`src/rtl/axis_uart_tx.sv`:
```
`default_nettype none
// +--------------------------------------------------------------------------+
// | Module      : axis_uart_tx                                               |
// | Description : AXI-Stream slave that serializes WIDTH-bit words as UART   |
// |               frames: start bit (0), WIDTH data bits LSB first, stop     |
// |               bit (1), no parity. A one-entry holding register accepts   |
// |               the next word while the current frame shifts out, so       |
// |               back-to-back words produce contiguous frames.              |
// | Ports       : clk            system clock, rising edge                   |
// |               rst            asynchronous reset, active-high             |
// |               s_axis_tdata   word to transmit                            |
// |               s_axis_tvalid  upstream has a valid word                   |
// |               s_axis_tready  holding register empty                      |
// |               tx             UART serial output, idle high, registered   |
// |               busy           high while a frame is on tx, registered     |
// | Revision    : 1.0 - initial release                                      |
// +--------------------------------------------------------------------------+
module axis_uart_tx #(
  parameter int WIDTH        = 8,
  parameter int CLKS_PER_BIT = 868
) (
  input  logic             clk,
  input  logic             rst,
  input  logic [WIDTH-1:0] s_axis_tdata,
  input  logic             s_axis_tvalid,
  output logic             s_axis_tready,
  output logic             tx,
  output logic             busy
);

  localparam int CNT_W = $clog2(CLKS_PER_BIT);
  localparam int IDX_W = $clog2(WIDTH);
  localparam logic [CNT_W-1:0] BAUD_LAST = CNT_W'(CLKS_PER_BIT - 1);
  localparam logic [IDX_W-1:0] IDX_LAST  = IDX_W'(WIDTH - 1);

  typedef enum logic [1:0] {
    IDLE  = 2'd0,
    START = 2'd1,
    DATA  = 2'd2,
    STOP  = 2'd3
  } state_t;

  state_t           state_q;
  logic [CNT_W-1:0] baud_cnt_q;
  logic [IDX_W-1:0] bit_idx_q;
  logic [WIDTH-1:0] shift_q;
  logic [WIDTH-1:0] hold_data_q;
  logic             hold_full_q;
  logic             tx_q;
  logic             busy_q;

  logic             accept_d;
  logic             bit_end_d;

  // Accept only into an empty holding register; the drain edge itself
  // cannot accept because hold_full_q is still set on that edge.
  assign accept_d  = s_axis_tvalid && !hold_full_q;
  assign bit_end_d = (baud_cnt_q == BAUD_LAST);

  assign s_axis_tready = ~hold_full_q;
  assign tx            = tx_q;
  assign busy          = busy_q;

  // tx_q/busy_q are written on the edge that enters a state, so they always
  // show the value belonging to the state the FSM is currently in.
  // The shifter is consumed LSB first: tx carries shift_q[0] of the
  // pre-shift word, i.e. the current bit_idx of the original word.
  always_ff @(posedge clk or posedge rst) begin
    if (rst) begin
      state_q     <= IDLE;
      baud_cnt_q  <= '0;
      bit_idx_q   <= '0;
      shift_q     <= '0;
      hold_data_q <= '0;
      hold_full_q <= 1'b0;
      tx_q        <= 1'b1;
      busy_q      <= 1'b0;
    end else begin
      if (accept_d) begin
        hold_data_q <= s_axis_tdata;
        hold_full_q <= 1'b1;
      end

      case (state_q)
        IDLE: begin
          baud_cnt_q <= '0;
          bit_idx_q  <= '0;
          if (hold_full_q) begin
            shift_q     <= hold_data_q;
            hold_full_q <= 1'b0;
            state_q     <= START;
            tx_q        <= 1'b0;
            busy_q      <= 1'b1;
          end else begin
            tx_q   <= 1'b1;
            busy_q <= 1'b0;
          end
        end

        START: begin
          if (bit_end_d) begin
            baud_cnt_q <= '0;
            bit_idx_q  <= '0;
            state_q    <= DATA;
            tx_q       <= shift_q[0];
          end else begin
            baud_cnt_q <= baud_cnt_q + 1'b1;
          end
        end

        DATA: begin
          if (bit_end_d) begin
            baud_cnt_q <= '0;
            if (bit_idx_q == IDX_LAST) begin
              state_q <= STOP;
              tx_q    <= 1'b1;
            end else begin
              bit_idx_q <= bit_idx_q + 1'b1;
              shift_q   <= shift_q >> 1;
              tx_q      <= shift_q[1];
            end
          end else begin
            baud_cnt_q <= baud_cnt_q + 1'b1;
          end
        end

        STOP: begin
          if (bit_end_d) begin
            baud_cnt_q <= '0;
            bit_idx_q  <= '0;
            if (hold_full_q) begin
              // Chain straight into the next frame with no idle bit time.
              shift_q     <= hold_data_q;
              hold_full_q <= 1'b0;
              state_q     <= START;
              tx_q        <= 1'b0;
            end else begin
              state_q <= IDLE;
              tx_q    <= 1'b1;
              busy_q  <= 1'b0;
            end
          end else begin
            baud_cnt_q <= baud_cnt_q + 1'b1;
          end
        end

        default: begin
          state_q    <= IDLE;
          baud_cnt_q <= '0;
          bit_idx_q  <= '0;
          tx_q       <= 1'b1;
          busy_q     <= 1'b0;
        end
      endcase
    end
  end

endmodule
`default_nettype wire

```
`config.mk`:
```
export PLATFORM = sky130hd
export DESIGN_NAME = axis_uart_tx
export DESIGN_NICKNAME = d
export VERILOG_FILES = /design/src/rtl/axis_uart_tx.sv
export SDC_FILE = /design/constraint.sdc
export NUM_CORES = 1
export LEC_CHECK = 0
export ABC_AREA = 1
export CAP_MARGIN = 10
export CORE_MARGIN = 10
export CORE_UTILIZATION = 64
export CTS_BUF_LIST = sky130_fd_sc_hd__clkbuf_8
export DETAILED_ROUTE_END_ITERATION = 8
export PLACE_DENSITY = 0.91
export SLEW_MARGIN = 20
export SYNTH_ARGS = -nofsm -noshare
export SYNTH_HDL_FRONTEND = slang
export SYNTH_SLANG_ARGS = --single-unit
```
`constraint.sdc`:
```
create_clock -name clk -period 4.85 [get_ports clk]
set_clock_uncertainty 0.2 [all_clocks]
set_input_delay 1.2125 -clock clk [delete_from_list [all_inputs] [get_ports clk]]
set_output_delay 1.2125 -clock clk [all_outputs]
set_load 0.05 [all_outputs]
```
Word-level counts from Yosys, hierarchy flattened
Index checks and enable logic that the tools add are counted.
W data, S select, Z words.
{"block": "op_classes", "add_sub_neg": 2, "n_eq_ne": 13, "n_mux": 32, "n_bitwise": 1, "reduce_logical": 12}
{"op": "$mux W8", "count": 4}
{"op": "$pmux W8 S3", "count": 1}
{"op": "$pmux W10 S2", "count": 1}
{"op": "$ne A2 B2 Y1 const B", "count": 7}
{"op": "$mux W1", "count": 12}
{"op": "$add A10 B1 Y10 const B", "count": 1}
{"op": "$eq A10 B10 Y1 const B", "count": 1}
{"op": "$mux W10", "count": 1}
{"op": "$mux W2", "count": 5}
{"op": "$mux W3", "count": 3}
{"op": "$pmux W3 S3", "count": 1}
{"op": "$reduce_and A3 Y1", "count": 3}
{"op": "$pmux W2 S4", "count": 1}
{"op": "$reduce_and A5 Y1", "count": 1}
{"op": "$eq A2 B2 Y1 const B", "count": 2}
{"op": "$pmux W1 S2", "count": 2}
{"op": "$pmux W1 S4", "count": 1}
{"op": "$reduce_and A4 Y1", "count": 1}
{"op": "$add A3 B1 Y3 const B", "count": 1}
{"op": "$eq A3 B3 Y1 const B", "count": 1}
{"op": "$reduce_bool A3 Y1", "count": 1}
{"op": "$reduce_or A3 Y1", "count": 1}
{"op": "$eq A2 B1 Y1 const B", "count": 1}
{"op": "$logic_not A2 Y1", "count": 1}
{"op": "other kinds (6)", "count": 6}
{"block": "word_totals", "register_bits": 34, "word_cells": 68}

Depth between registers and ports, before layout
{"block": "logic_depth", "depth_word": 6, "depth_mapped": 9}

Least setup slack after synthesis
No wires, ideal clock.
{"block": "synth_path", "kind": "register -> output", "from": "reg hold_full_q", "to": "out s_axis_tready", "arrival_ns": 0.747, "required_ns": 3.438, "slack_ns": 2.690, "path_stages_with_launch": 2, "n_path_buf": 0, "cell_sequence": "dfrtp_1 inv_1"}
{"block": "synth_via", "elab_chain_len": 1}
{"element": "start: declaration", "line_no": "48", "rtl": "logic hold_full_q;"}
{"element": "start signal: assignment", "line_no": "75", "rtl": "hold_full_q <= 1'b0;"}
{"element": "start signal: assignment", "line_no": "81", "rtl": "hold_full_q <= 1'b1;"}
{"element": "start signal: assignment", "line_no": "90", "rtl": "hold_full_q <= 1'b0;"}
{"element": "$not A1 Y1", "line_no": "60", "rtl": "assign s_axis_tready = ~hold_full_q;"}
{"element": "end: declaration", "line_no": "26", "rtl": "output logic s_axis_tready,"}
No other way between the ends.

Final worst setup path
Ends and elaborated chain as after synthesis.

==> flow_metrics.env <==
export IMPL_run_status="finished, final reports clean"
export IMPL_cellLeakagePower_nw=1.04
export IMPL_io_pins=14
export IMPL_grt_use_total_pct=15.7
export IMPL_core_area_um2=2520
export IMPL_worstReg2RegEnd="shift_q[4]$_DFFE_PP0P_"
export IMPL_slew_headroom_pct=66.9
export IMPL_cp_arrival_ps=1670
export IMPL_regToRegSetupSlack_ps=2460
export IMPL_drc=0
export IMPL_ant_nets=0
export IMPL_port_buffers=13
export IMPL_hp_class="register to register"
export IMPL_hpwlAfterDp_um=2440
export IMPL_syn_to_final_growth_pct=16.0
export IMPL_ff2ff_path_depth=8
export IMPL_slew_viol_final=0
export IMPL_detail_route_vias_per_cell=5.66
export IMPL_endpoint_kind="output port"
export IMPL_cp_max_fo=6
export IMPL_die_area_um2=5190
export IMPL_ys_types=26
export IMPL_floorplan_initialDensity_pct=68.7
export IMPL_ys_seq_area_share_pct=49.2
export IMPL_die_w_um=72.0
export IMPL_synth_area_per_cell_um2=8.17
export IMPL_required_ps=3440
export IMPL_final_common_cell="nand2_1"
export IMPL_powerDensity_nw_per_um2=281
export IMPL_clk_pin_slew_worst_paths_ps=70
export IMPL_hold_start="baud_cnt_q[0]$_DFF_PP0_"
export IMPL_setup_viol_count_final=0
export IMPL_cts_path_max_buffers=2
export IMPL_fin_crit_ps=3080
export IMPL_placed_cells=254
export IMPL_finalCritPeriodShare_pct=63.5
export IMPL_r2r_start="state_q[0]$_DFFE_PP0P_"
export IMPL_postCtsHoldBufs=0
export IMPL_drt_iter0_markers=86
export IMPL_fmaxAchievable_mhz=325
export IMPL_layout_common_cells="nand2_1 (74), dfrtp_1 (33), inv_1 (22), nor2_1 (22), nand3_1 (15)"
export IMPL_routedWlPerCell_um=14.4
export IMPL_grt_ovfl_total=0
export IMPL_die_h_um=72.0
export IMPL_rsz0062_at_grt="false"
export IMPL_numClockSinks=34
export IMPL_grt_max_degree=35
export IMPL_nets=250
export IMPL_hold_path_end="baud_cnt_q[0]$_DFF_PP0_"
export IMPL_via_count=1484
export IMPL_ir_drop_mv=0.305
export IMPL_hold_path_depth=1
export IMPL_yosys_warnings=0
export IMPL_syn_nets=231
export IMPL_cts_resized=0
export IMPL_antenna_cells=0
export IMPL_grt_pass1_vias=1472
export IMPL_stdcell_area_um2=2010
export IMPL_tns_ps=0
export IMPL_cts_setup_buffers=0
export IMPL_antenna_found_initial=0
export IMPL_ys_ff_latch=34
export IMPL_fin_cells=262
export IMPL_routed_wl_um=3760
export IMPL_numCtsBuffers=5
export IMPL_drv_cap=0
export IMPL_htreeDepth=2
export IMPL_routabilityCongestion=0.870
export IMPL_post_route_cells_drive_above_1_share_pct=9.05
export IMPL_dpl_cell_area_um2=1900
export IMPL_cts_tree="yes"
export IMPL_critPathKind="register to output port"
export IMPL_synth_area_um2=1730
export IMPL_cts_root_buf="clkbuf_8"
export IMPL_first_pass_iters=4
export IMPL_syn_inst=212
export IMPL_placementRows=18
export IMPL_worstMarginPinSlew_ps=495
export IMPL_grt_first_pass_wirelength_um=6580
export IMPL_start_kind="register"
export IMPL_clk_insertion_delay_late_ps=290
export IMPL_hold_viol_final=0
synth_stat cells, drive strengths merged:
| library cell | instances | area, um2 |
|---|---|---|
| mux2 | 5 | 56.3 |
| ha | 8 | 100 |
| a31oi | 3 | 18.8 |
| xnor2 | 1 | 8.76 |
| nand2 | 76 | 295 |
| o211ai | 1 | 7.51 |
| nor2 | 22 | 82.6 |
| a21oi | 7 | 46.3 |
| or2 | 2 | 15.0 |
| o21bai | 1 | 7.51 |
| o21ai | 3 | 15.0 |
| dfstp | 1 | 26.3 |
| inv | 23 | 86.3 |
| nand4 | 2 | 12.5 |
| dfrtp | 33 | 826 |
| nand3 | 15 | 75.1 |
| nand3b | 1 | 7.51 |
| buf | 1 | 5.00 |
| nor3 | 4 | 20.0 |
| xor2 | 2 | 17.5 |
| clkbuf | 1 | 3.75 |
through the flow:
| step | util (%) | setup slack [ps] | hold slack, ps | power [mW] |
|---|---|---|---|---|
| 2_1_floorplan | - | 2690 | 232 | 0.315 |
| 3_3_place_gp | 75.3 | 2120 | 252 | 0.327 |
| 3_5_place_dp | 75.3 | 2100 | 256 | 0.328 |
| 4_1_cts | 79.7 | 1760 | 265 | 0.568 |
| 5_1_grt | 79.7 | 1730 | 288 | 0.584 |
| 6_report | 79.7 | 1770 | 260 | 0.565 |
registers in the layout, indices dropped and copies added, names as in the netlist:
| signal | flops |
|---|---|
| state_q | 2 |
| hold_data_q | 8 |
| tx | 1 |
| busy | 1 |
| shift_q | 8 |
| bit_idx_q | 3 |
| baud_cnt_q | 10 |
| hold_full_q | 1 |
worst max-delay path by stage:
| stage | startpoint | endpoint | slack [ps] | depth (start not counted) |
|---|---|---|---|---|
| floorplan | rst | baud_cnt_q[0]$_DFF_PP0_ | 2690 | 1 |
| global placement | hold_full_q$_DFF_PP0_ | s_axis_tready | 2120 | 2 |
| detailed placement | hold_full_q$_DFF_PP0_ | s_axis_tready | 2100 | 2 |
| CTS | hold_full_q$_DFF_PP0_ | s_axis_tready | 1760 | 2 |
| global route | hold_full_q$_DFF_PP0_ | s_axis_tready | 1730 | 2 |
| finish | hold_full_q$_DFF_PP0_ | s_axis_tready | 1770 | 2 |
final cells by class:
type / count / area [um2]
flip-flops and latches: 34 / 852
multi-input cells: 153 / 786
fillers: 156 / 513
repair buffers: 14 / 138
clock buffers: 8 / 110
inverters: 23 / 86.3
well taps: 30 / 37.5
report_power, final:
| group | switching, mW | internal, mW |
|---|---|---|
| Combinational | 0.0151 | 0.0148 |
| Clock | 0.0964 | 0.143 |
| Sequential | 0.00386 | 0.291 |
cell families (layout without fill, tap and decap cells):
family,after synthesis,count (layout),share of synthesized area (%)
xor gates and xnor gates,3,3,1.52
muxes,5,5,3.25
AOI/OAI and AO/OA,15,15,5.49
DFF,34,34,49.2
and+or+nand+nor,122,122,29.3
buffers and inverters,25,45,5.49
adders and majority gates,8,8,5.78
critical path, stage by stage, from the launching register on:
cell             delay [ps]
dfrtp_1                 430
inv_1                   140
clkdlybuf4s50_1         820
per-layer routing:
metal,vias up,global-route usage [%],share of wire [%]
met2,68,25.8,50
met1,698,17.7,41
met5,-,0,0
met3,14,4.08,6.2
li1,704,-,-
met4,0,10.1,2.8
(Power assumes the default switching activity.)
